[src/rtl/keyword_lexer_if.sv]
// Character-in / token-out handshake bundle for the keyword lexer.
// The slave modport is the lexer; the master side drives characters and consumes tokens.
interface keyword_lexer_if #(
  parameter int LENW = 4
);
  logic            in_valid;
  logic [7:0]      in_char;
  logic            in_last;
  logic            in_ready;
  logic            tok_valid;
  logic [1:0]      tok_type;
  logic [LENW-1:0] tok_len;
  logic            tok_ready;
  logic            overflow;

  modport master (
    output in_valid, in_char, in_last, tok_ready,
    input  in_ready, tok_valid, tok_type, tok_len, overflow
  );

  modport slave (
    input  in_valid, in_char, in_last, tok_ready,
    output in_ready, tok_valid, tok_type, tok_len, overflow
  );
endinterface

[src/rtl/keyword_lexer.sv]
// Splits a character stream into space-delimited words, classifies each as BEGIN/END/OTHER
// case-insensitively and queues the resulting tokens in a small FIFO.
module keyword_lexer #(
  parameter int DEPTH = 4,
  parameter int LENW  = 4
) (
  input  logic           clk,
  input  logic           reset,
  keyword_lexer_if.slave bus
);
  localparam int AW = $clog2(DEPTH);
  localparam logic [LENW-1:0] LMAX = '1;
  localparam logic [1:0] T_BEGIN = 2'b01;
  localparam logic [1:0] T_END   = 2'b10;
  localparam logic [1:0] T_OTHER = 2'b11;

  typedef enum logic [3:0] {
    S_IDLE, S_B, S_BE, S_BEG, S_BEGI, S_BEGIN, S_E, S_EN, S_END, S_OTHER
  } state_t;

  typedef struct packed {
    logic [1:0]      ty;
    logic [LENW-1:0] len;
  } tok_t;

  state_t          st, st_nxt;
  logic [LENW-1:0] len_q, len_inc;
  logic [7:0]      ch;
  logic            is_delim, acc, push, pop, ovf_q;
  tok_t            push_tok;
  tok_t            mem [DEPTH];
  logic [AW-1:0]   wr_ptr, rd_ptr;
  logic [AW:0]     cnt;

  function automatic logic [1:0] tok_code(input state_t s);
    case (s)
      S_BEGIN: tok_code = T_BEGIN;
      S_END:   tok_code = T_END;
      default: tok_code = T_OTHER;
    endcase
  endfunction

  // Conservative back-pressure: any character stalls when the FIFO is full.
  assign bus.in_ready = !reset && (cnt < (AW+1)'(DEPTH));
  assign acc      = bus.in_valid && bus.in_ready;
  assign is_delim = (bus.in_char == 8'h20);
  assign ch       = (bus.in_char >= 8'h41 && bus.in_char <= 8'h5A) ? bus.in_char + 8'h20
                                                                  : bus.in_char;
  assign len_inc  = (len_q == LMAX) ? LMAX : len_q + 1'b1;

  always_comb begin
    st_nxt = S_OTHER;
    case (st)
      S_IDLE:  st_nxt = (ch == 8'h62) ? S_B : (ch == 8'h65) ? S_E : S_OTHER;
      S_B:     if (ch == 8'h65) st_nxt = S_BE;
      S_BE:    if (ch == 8'h67) st_nxt = S_BEG;
      S_BEG:   if (ch == 8'h69) st_nxt = S_BEGI;
      S_BEGI:  if (ch == 8'h6E) st_nxt = S_BEGIN;
      S_E:     if (ch == 8'h6E) st_nxt = S_EN;
      S_EN:    if (ch == 8'h64) st_nxt = S_END;
      default: st_nxt = S_OTHER;
    endcase
  end

  // A word ends on a delimiter (classified as-is) or on a last character (classified with it).
  always_comb begin
    push     = 1'b0;
    push_tok = '0;
    if (acc) begin
      if (is_delim) begin
        push     = (st != S_IDLE);
        push_tok = '{ty: tok_code(st), len: len_q};
      end else if (bus.in_last) begin
        push     = 1'b1;
        push_tok = '{ty: tok_code(st_nxt), len: len_inc};
      end
    end
  end

  assign pop = (cnt != '0) && bus.tok_ready;

  always_ff @(posedge clk or posedge reset) begin
    if (reset) begin
      st    <= S_IDLE;
      len_q <= '0;
      ovf_q <= 1'b0;
    end else if (acc) begin
      if (is_delim || bus.in_last) begin
        st    <= S_IDLE;
        len_q <= '0;
      end else begin
        st    <= st_nxt;
        len_q <= len_inc;
      end
      if (!is_delim && len_q == LMAX - 1'b1) ovf_q <= 1'b1;
    end
  end

  always_ff @(posedge clk or posedge reset) begin
    if (reset) begin
      wr_ptr <= '0;
      rd_ptr <= '0;
      cnt    <= '0;
      for (int i = 0; i < DEPTH; i++) mem[i] <= '0;
    end else begin
      if (push) begin
        mem[wr_ptr] <= push_tok;
        wr_ptr      <= wr_ptr + 1'b1;
      end
      if (pop) rd_ptr <= rd_ptr + 1'b1;
      cnt <= cnt + (AW+1)'(push) - (AW+1)'(pop);
    end
  end

  assign bus.tok_valid = (cnt != '0);
  assign bus.tok_type  = mem[rd_ptr].ty;
  assign bus.tok_len   = mem[rd_ptr].len;
  assign bus.overflow  = ovf_q;
endmodule

[src/flat_wrapper.sv]
// flat-port wrapper written by rule: the top's interface ports become plain ports
module keyword_lexer_flat 
#(
  parameter int DEPTH = 4,
  parameter int LENW  = 4
)
  (clk, reset, bus_in_valid, bus_in_char, bus_in_last, bus_tok_ready, bus_in_ready, bus_tok_valid, bus_tok_type, bus_tok_len, bus_overflow);
  keyword_lexer_if #(.LENW(LENW)) bus_i ();
  input  logic clk;
  input  logic reset;
  input wire logic [$bits(bus_i.in_valid)-1:0] bus_in_valid;
  input wire logic [$bits(bus_i.in_char)-1:0] bus_in_char;
  input wire logic [$bits(bus_i.in_last)-1:0] bus_in_last;
  input wire logic [$bits(bus_i.tok_ready)-1:0] bus_tok_ready;
  output wire logic [$bits(bus_i.in_ready)-1:0] bus_in_ready;
  output wire logic [$bits(bus_i.tok_valid)-1:0] bus_tok_valid;
  output wire logic [$bits(bus_i.tok_type)-1:0] bus_tok_type;
  output wire logic [$bits(bus_i.tok_len)-1:0] bus_tok_len;
  output wire logic [$bits(bus_i.overflow)-1:0] bus_overflow;
  assign bus_i.in_valid = bus_in_valid;
  assign bus_i.in_char = bus_in_char;
  assign bus_i.in_last = bus_in_last;
  assign bus_i.tok_ready = bus_tok_ready;
  assign bus_in_ready = bus_i.in_ready;
  assign bus_tok_valid = bus_i.tok_valid;
  assign bus_tok_type = bus_i.tok_type;
  assign bus_tok_len = bus_i.tok_len;
  assign bus_overflow = bus_i.overflow;
  keyword_lexer #(.DEPTH(DEPTH), .LENW(LENW)) u_core (.clk(clk), .reset(reset), .bus(bus_i));
endmodule
[config.mk]
export PLATFORM = sky130hd
export DESIGN_NAME = keyword_lexer_flat
export DESIGN_NICKNAME = d
export VERILOG_FILES = /design/src/rtl/keyword_lexer_if.sv /design/src/rtl/keyword_lexer.sv /design/src/flat_wrapper.sv
export SDC_FILE = /design/constraint.sdc
export NUM_CORES = 1
export LEC_CHECK = 0
export ABC_AREA = 1
export BUFFER_PORTS_ARGS = -buffer_cell sky130_fd_sc_hd__buf_2
export CORE_AREA = 10 10 104 116
export CTS_BUF_LIST = sky130_fd_sc_hd__clkbuf_4 sky130_fd_sc_hd__clkbuf_8
export CTS_CLUSTER_SIZE = 20
export DETAILED_ROUTE_END_ITERATION = 12
export DIE_AREA = 0 0 114 126
export GPL_TIMING_DRIVEN = 1
export HOLD_SLACK_MARGIN = 0.05
export PLACE_DENSITY_LB_ADDON = 0.25
export SLEW_MARGIN = 20
export SYNTH_ARGS = -nofsm -noshare
export SYNTH_HDL_FRONTEND = slang
export SYNTH_SLANG_ARGS = --single-unit
export TNS_END_PERCENT = 10
[constraint.sdc]
create_clock -name clk -period 4.3 [get_ports clk]
set_input_delay 0.645 -clock clk [delete_from_list [all_inputs] [get_ports clk]]
set_output_delay 0.645 -clock clk [all_outputs]
set_load 0.02 [all_outputs]
==> flow_metrics.tcl, run 1 <==
set metrics [dict create \
    critPathArrivalTime_ps 2740 \
    io_pins 22 \
    grt_usage 0.08059 \
    grt_pass1_wl_um 9715 \
    post_cts_buffers 0 \
    drv_slew 0 \
    wirelength_um 5591 \
    power_uw 1428 \
    initial_core_util 0.2439 \
    outcome "completed" \
    cts.sinks 40 \
    finalSetupViolCount 0 \
    worstHoldPathType "in2async" \
    synth.distinct_cells 31 \
    drtAntennaViolNets 0 \
    grt_max_degree 41 \
    fin_util 0.2789 \
    drt_first_pass_iters 5 \
    cts_resized 0 \
    power_density_nw_per_um2 527.9 \
    cap_violations 0 \
    worst_hold_slack_ps 471.1 \
    ys_ff_latch 40 \
    worstPathMaxFanout 15 \
    postCtsHoldBufs 0 \
    top_usage_layer "met2" \
    ys_seq_area_frac 0.4231 \
    n_antenna_cell 0 \
    mostFrequentLayoutCell "nand2_1" \
    clock_skew_ps 6.210 \
    place_congestion 0.8007 \
    final_nets 357 \
    dp_hpwl_um 4227 \
    synth_top_area_cell "dfrtp_1" \
    cts_root_buffer "clkbuf_8" \
    worstMarginPinSlew_ps 553.5 \
    dieArea_um2 14360 \
    cp-end-kind "flop" \
    vias 2069 \
    grt_remaining_overflow 0 \
    cts_tree "done" \
    cts.path.max_buffers 2 \
    synth_area_um2 2366 \
    cts_buffers 5 \
    syn_area_per_cell_um2 7.682 \
    fp.dieW_um 114 \
    dieHeight_um 126 \
    relSlewSlack 0.6271 \
    viasPerCell 4.547 \
    fmax_mhz 397.1 \
    setup_ws_ps 1782 \
    drtIter0Drc 94 \
    drive_gt1_frac 0.1373 \
    start_kind "primary input" \
    clk_pin_slew_ps 80 \
    syn_nets 331 \
    timing.final.crit_period_ps 2518 \
    peakVddDrop_uv 128.3 \
    mostFrequentLayoutCells "80 x nand2_1, 42 x inv_1, 40 x dfrtp_1" \
    synth_top_cell_area_share 0.4231 \
    route.detailed.wl_per_inst_um 12.29 \
    place_ws_ps 1431 \
    met1_usage 0.1013 \
    ys_warn_count 0 \
    power_leakage_uw 0.001334 \
    portBuffers 21 \
    grt_pass1_vias 2005 \
    fin_crit_sh 0.5856 \
    final.setup.tns_ps 0 \
    htree_levels 2 \
    std_cell_rows 38 \
    yosys-top-cells-area "dfrtp_1 42%, nand2_1 13%, inv_1 6.7%" \
    area_growth_pct 14.33 \
    core_area_um2 9699 \
    rsz0062_at_grt "no" \
    cp.required_ps 4520 \
    clock_latency_ps 290 \
    antenna_found_initial 0 \
    gr-usage-met2 0.1304 \
    drcViolationCount 0 \
    synth_cells 308 \
    use_met3 0.02137 \
    hold_viol 0 \
    path_class "in2reg" \
]
==> kinds of logic (layout without fill, tap and decap cells) <==
group / after synthesis / in the layout / share of synthesized area
buf+inv: 50 / 77 / 0.07932
flops: 40 / 40 / 0.4231
simple gates: 151 / 151 / 0.2983
compound gates: 52 / 52 / 0.1248
fa+ha+maj: 10 / 10 / 0.05606
xor+xnor: 5 / 5 / 0.01851
==> state kept, by name (all words and copies together) (netlist names) <==
name,cells
u_core.len_q,4
u_core.cnt,3
u_core.st,4
u_core.mem,24
u_core.bus.overflow,1
u_core.rd_ptr,2
u_core.wr_ptr,2
==> routing by layer <==
metal	routed length, µm	up-vias
met5	0	-
met4	59	0
met2	2690	44
li1	-	1050
met3	250	8
met1	2590	967
==> worst max-delay path, cell delays in order <==
cell     delay (ps)
buf_2           100
nor2_1          110
nand2_1         110
inv_1           400
nand3_4         260
ha_1            330
inv_1            50
ha_1            120
inv_1            40
fa_1            370
xnor2_1         180
==> final timing paths <==
| kind | from | end | cells past startpoint | slack, ps |
|---|---|---|---|---|
| worst min register to register | u_core.mem[14]$_DFFE_PP0P_ | u_core.mem[14]$_DFFE_PP0P_ | 2 | 470 |
| max in group asynchronous | reset | u_core.mem[15]$_DFFE_PP0P_ | 3 | 3450 |
| worst min-delay path | reset | u_core.cnt[2]$_DFF_PP0_ | 3 | 470 |
| worst max register to register | u_core.cnt[2]$_DFF_PP0_ | u_core.cnt[2]$_DFF_PP0_ | 10 | 1830 |
| worst max-delay path | reset | u_core.cnt[2]$_DFF_PP0_ | 11 | 1780 |
| min in group clk | u_core.mem[14]$_DFFE_PP0P_ | u_core.mem[14]$_DFFE_PP0P_ | 2 | 470 |
==> cell usage after synthesis <==
master      n
a21boi_2    1
a21oi_1     3
a41o_1      1
and2_1      1
clkbuf_1    3
dfrtp_1    40
fa_1        1
ha_1        9
inv_1      42
inv_2       5
nand2_1    80
nand2_4     2
nand3_1    16
nand3_4     1
nand4_1     1
nor2_1     28
nor2_4      4
nor3_1     12
nor3_2      1
nor3b_2     1
nor4_1      1
nor4_4      1
o2111ai_1   1
o211ai_1    1
o21ai_0    18
o21ai_1    13
o22ai_1    14
or2_0       1
or3_1       1
xnor2_1     2
xor2_1      3
==> power breakdown <==
| group | switching (µW) | internal [µW] |
|---|---|---|
| Combinational | 390 | 219 |
| Clock | 140 | 113 |
| Sequential | 98.1 | 468 |
| Total | 628 | 800 |
==> metrics by stage <==
step	std cells	area [µm²]
3_3_place_gp	447	2618
2_1_floorplan	308	2366
3_5_place_dp	447	2618
4_1_cts	455	2705
6_report	455	2705
5_1_grt	455	2705
==> final cells by class <==
cell class / count / area, µm²
timing repair buffer: 22 / 112.6
inverter: 47 / 176.4
multi-input combinational: 218 / 1177
tap: 120 / 150.1
clock buffer: 5 / 68.82
fill: 1080 / 6994
sequential: 40 / 1001
clock inverter: 3 / 18.77
(Power assumes the default switching activity.)
==> inputs of run 2 (changes only) <==
ABC_AREA = 0   (was 1)
CORE_AREA = 10 10 103 115   (was 10 10 104 116)
DIE_AREA = 0 0 113 125   (was 0 0 114 126)
clock period = 2.3 ns   (was 4.3 ns; I/O delays follow)
==> run 2 against run 1 <==
The flow now finishes with violations (negative setup slack). Register-to-register slack got worse by 1900 ps. Largest cell class unchanged. Area after synthesis down 1.6%. Synthesized cell count shrank 31%. Clock power rose by 140%.
==> flow_metrics.tcl, run 2 <==
set metrics [dict create \
    htree_levels 2 \
    relSlewSlack 0.6273 \
    cts_buffers 5 \
    violations "negative setup slack" \
    clock_skew_ps 14.65 \
    power_density_nw_per_um2 924.0 \
    cap_violations 0 \
    fmax_mhz 364.9 \
    cp-end-kind "flop" \
    grt_usage 0.08151 \
    syn_area_per_cell_um2 10.93 \
    regMostFlops "u_core.mem" \
    hold_viol 0 \
    timing.final.crit_period_ps 2741 \
    clk_pin_slew_ps 90 \
    synthTopCellsByCount "40 x dfrtp_1, 24 x mux2_1, 15 x nor2_1, 13 x nand2_1, 12 x o21ai_0" \
    cts_tree "done" \
    std_cell_rows 38 \
    route.detailed.wl_per_inst_um 14.14 \
    drt_first_pass_iters 4 \
    area_growth_pct 26.94 \
    syn_nets 236 \
    ys_seq_area_frac 0.4301 \
    worstHoldPathType "in2async" \
    yosysMostFrequentCell "dfrtp_1" \
    finalSetupViolCount 26 \
    top_regs "u_core.mem x24, u_core.len_q x4, u_core.st x4" \
    grt_max_degree 41 \
    crit_chain "buf_6 > or4_4 > or4_4 > nor4_4 > buf_4 > nor3_4 > inv_1 > ha_1 > inv_1 > ha_2 > inv_2 > fa_2 > xnor2_2 > xnor2_1" \
    clock_latency_ps 290 \
    fp.dieW_um 113 \
    grt_pass1_vias 1844 \
    antenna_found_initial 0 \
    cts.path.max_buffers 2 \
    critPathArrivalTime_ps 2930 \
    path_buf_inv 5 \
    core_area_um2 9557 \
    grt_pass1_wl_um 9597 \
    dieArea_um2 14130 \
    portBuffers 21 \
    final_nets 288 \
    synth-edff-count 0 \
    largest_reg_flops 24 \
    synth_flop_cell "dfrtp_1" \
    dieHeight_um 125 \
    mostFrequentLayoutCells "40 x dfrtp_1, 32 x buf_4, 24 x mux2_1" \
    path_class "in2reg" \
    worstMarginPinSlew_ps 553.2 \
    vias 1748 \
    drv_slew 0 \
    synth_top_cell_area_share 0.4301 \
    drcViolationCount 0 \
    n_antenna_cell 0 \
    ys_ff_latch 40 \
    cts.sinks 40 \
    synth_area_um2 2327 \
    power_uw 2730 \
    cp.required_ps 2480 \
    rsz0062_at_grt "yes" \
    postCtsHoldBufs 0 \
    drive_gt1_frac 0.3158 \
    outcome "finished, violations left" \
    yosys-top-cells-area "dfrtp_1 43%, mux2_1 12%, mux4_2 5.8%" \
    place_inst 376 \
    synth_cells 213 \
    slowest_stage "or4_4" \
    viasPerCell 4.528 \
    dp_hpwl_um 4100 \
    initial_core_util 0.2435 \
    place_congestion 0.7450 \
    power_leakage_uw 0.001425 \
    drtAntennaViolNets 0 \
    synth.distinct_cells 47 \
    ys_warn_count 0 \
    cpLargestDelayFamily "simple AND/OR/NAND/NOR gates" \
    wirelength_um 5459 \
    cts_root_buffer "clkbuf_8" \
    peakVddDrop_uv 343.1 \
    worstPathMaxFanout 4 \
    mostFrequentLayoutCell "dfrtp_1" \
    setup_ws_ps -440.7 \
    drtIter0Drc 50 \
    synth_top_area_cell "dfrtp_1" \
    fin_crit_sh 1.192 \
    grt_remaining_overflow 0 \
    async_flop_share 1.000 \
    layoutNonFillerInstCount 386 \
    io_pins 22 \
    slowest_delay_ps 540 \
    start_kind "primary input" \
]
-- run 2: cell types whose count changed after synthesis, moves of 6 or more --
cell     change
nand2_1     -67
inv_1       -32
mux2_1      +24
o22ai_1     -14
nor2_1      -13
o21ai_1     -13
nor3_1      -12
nand3_1     -11
a21oi_1      +8
mux4_2       +6
o21ai_0      -6
-- run 2: worst paths after layout --
path / start / endpoint / slack, ps / depth (start not counted)
setup / recovery: bus_in_char[0] / u_core.cnt[2]$_DFF_PP0_ / -440 / 14
hold reg to reg: u_core.bus.overflow$_DFFE_PP0P_ / u_core.bus.overflow$_DFFE_PP0P_ / 480 / 1
hold / removal: reset / u_core.cnt[2]$_DFF_PP0_ / 170 / 3
setup reg to reg: u_core.st[3]$_DFFE_PP0P_ / u_core.cnt[2]$_DFF_PP0_ / -40 / 12
max in group asynchronous: reset / u_core.st[3]$_DFFE_PP0P_ / 1740 / 3
min in group clk: u_core.bus.overflow$_DFFE_PP0P_ / u_core.bus.overflow$_DFFE_PP0P_ / 480 / 1
-- run 2: final cells by class --
type	count	area (µm²)
clock buffers	6	82.58
repair buffers	53	357.8
well taps	120	150.1
inverters	10	37.54
multi-input cells	155	1286
flip-flops and latches	40	1001
fillers	987	6603
clock inverters	2	38.79
-- run 2: repair_timing --
item | in CTS | in global routing
buffers inserted | 1 | 1
pin swaps | 5 | 0
gates cloned | 0 | 0
resized for setup | 7 | 2
setup endpoints to repair | 27 | 26
endpoints found under the hold margin | 0 | 0
-- run 2: logic make-up (layout without fill, tap and decap cells) --
family / Yosys count / in the layout / synth area share
AND/OR/NAND/NOR: 68 / 68 / 0.1747
AO/OA/AOI/OAI: 41 / 41 / 0.1102
flip-flops: 40 / 40 / 0.4301
multiplexers: 31 / 31 / 0.1785
buffers and inverters: 18 / 71 / 0.03065
adder cells (fa/ha/maj): 10 / 10 / 0.05699
XOR/XNOR: 5 / 5 / 0.01882
-- run 2: routing by layer --
| metal | vias to the layer above | GRT usage | wire length [µm] | share of wire |
|---|---|---|---|---|
| met4 | 0 | 0.02018 | 29 | 0.0053 |
| met3 | 2 | 0.02056 | 224 | 0.041 |
| met2 | 27 | 0.1364 | 2659 | 0.49 |
| met1 | 843 | 0.1017 | 2545 | 0.47 |
| li1 | 876 | - | - | - |
| met5 | - | 0 | 0 | 0 |
-- run 2: worst reg2reg max path, cell delays in order, from the launching register on --
cell     delay (ps)
dfrtp_1         370
or2_2           340
nor4_4          230
buf_4           160
nor3_4           40
inv_1            50
ha_1            210
inv_1            50
ha_2            160
inv_2            30
fa_2            340
xnor2_2         150
xnor2_1         120
-- run 2: where the power goes --
group	total [µW]	leakage, µW	switching, µW	internal, µW
Sequential	1080	0.000531	192	893
Clock	609	0.0000614	254	355
Combinational	1040	0.000832	509	527
-- run 2: per-stage QoR --
step | util | setup TNS, ps | hold WS (ps) | worst slack [ps] | instance area (µm²)
after global placement | 0.2907 | -12400 | 457.7 | -901.5 | 2778
final | 0.3091 | -3066 | 173.7 | -440.7 | 2954
after detailed placement | 0.2907 | -13730 | 458.2 | -946.6 | 2778
after CTS | 0.3077 | -781.3 | 199.1 | -436.4 | 2940
after global routing | 0.3091 | -4153 | 225.9 | -548.2 | 2954
after floorplan | - | -8355 | 458.7 | -998.9 | 2331
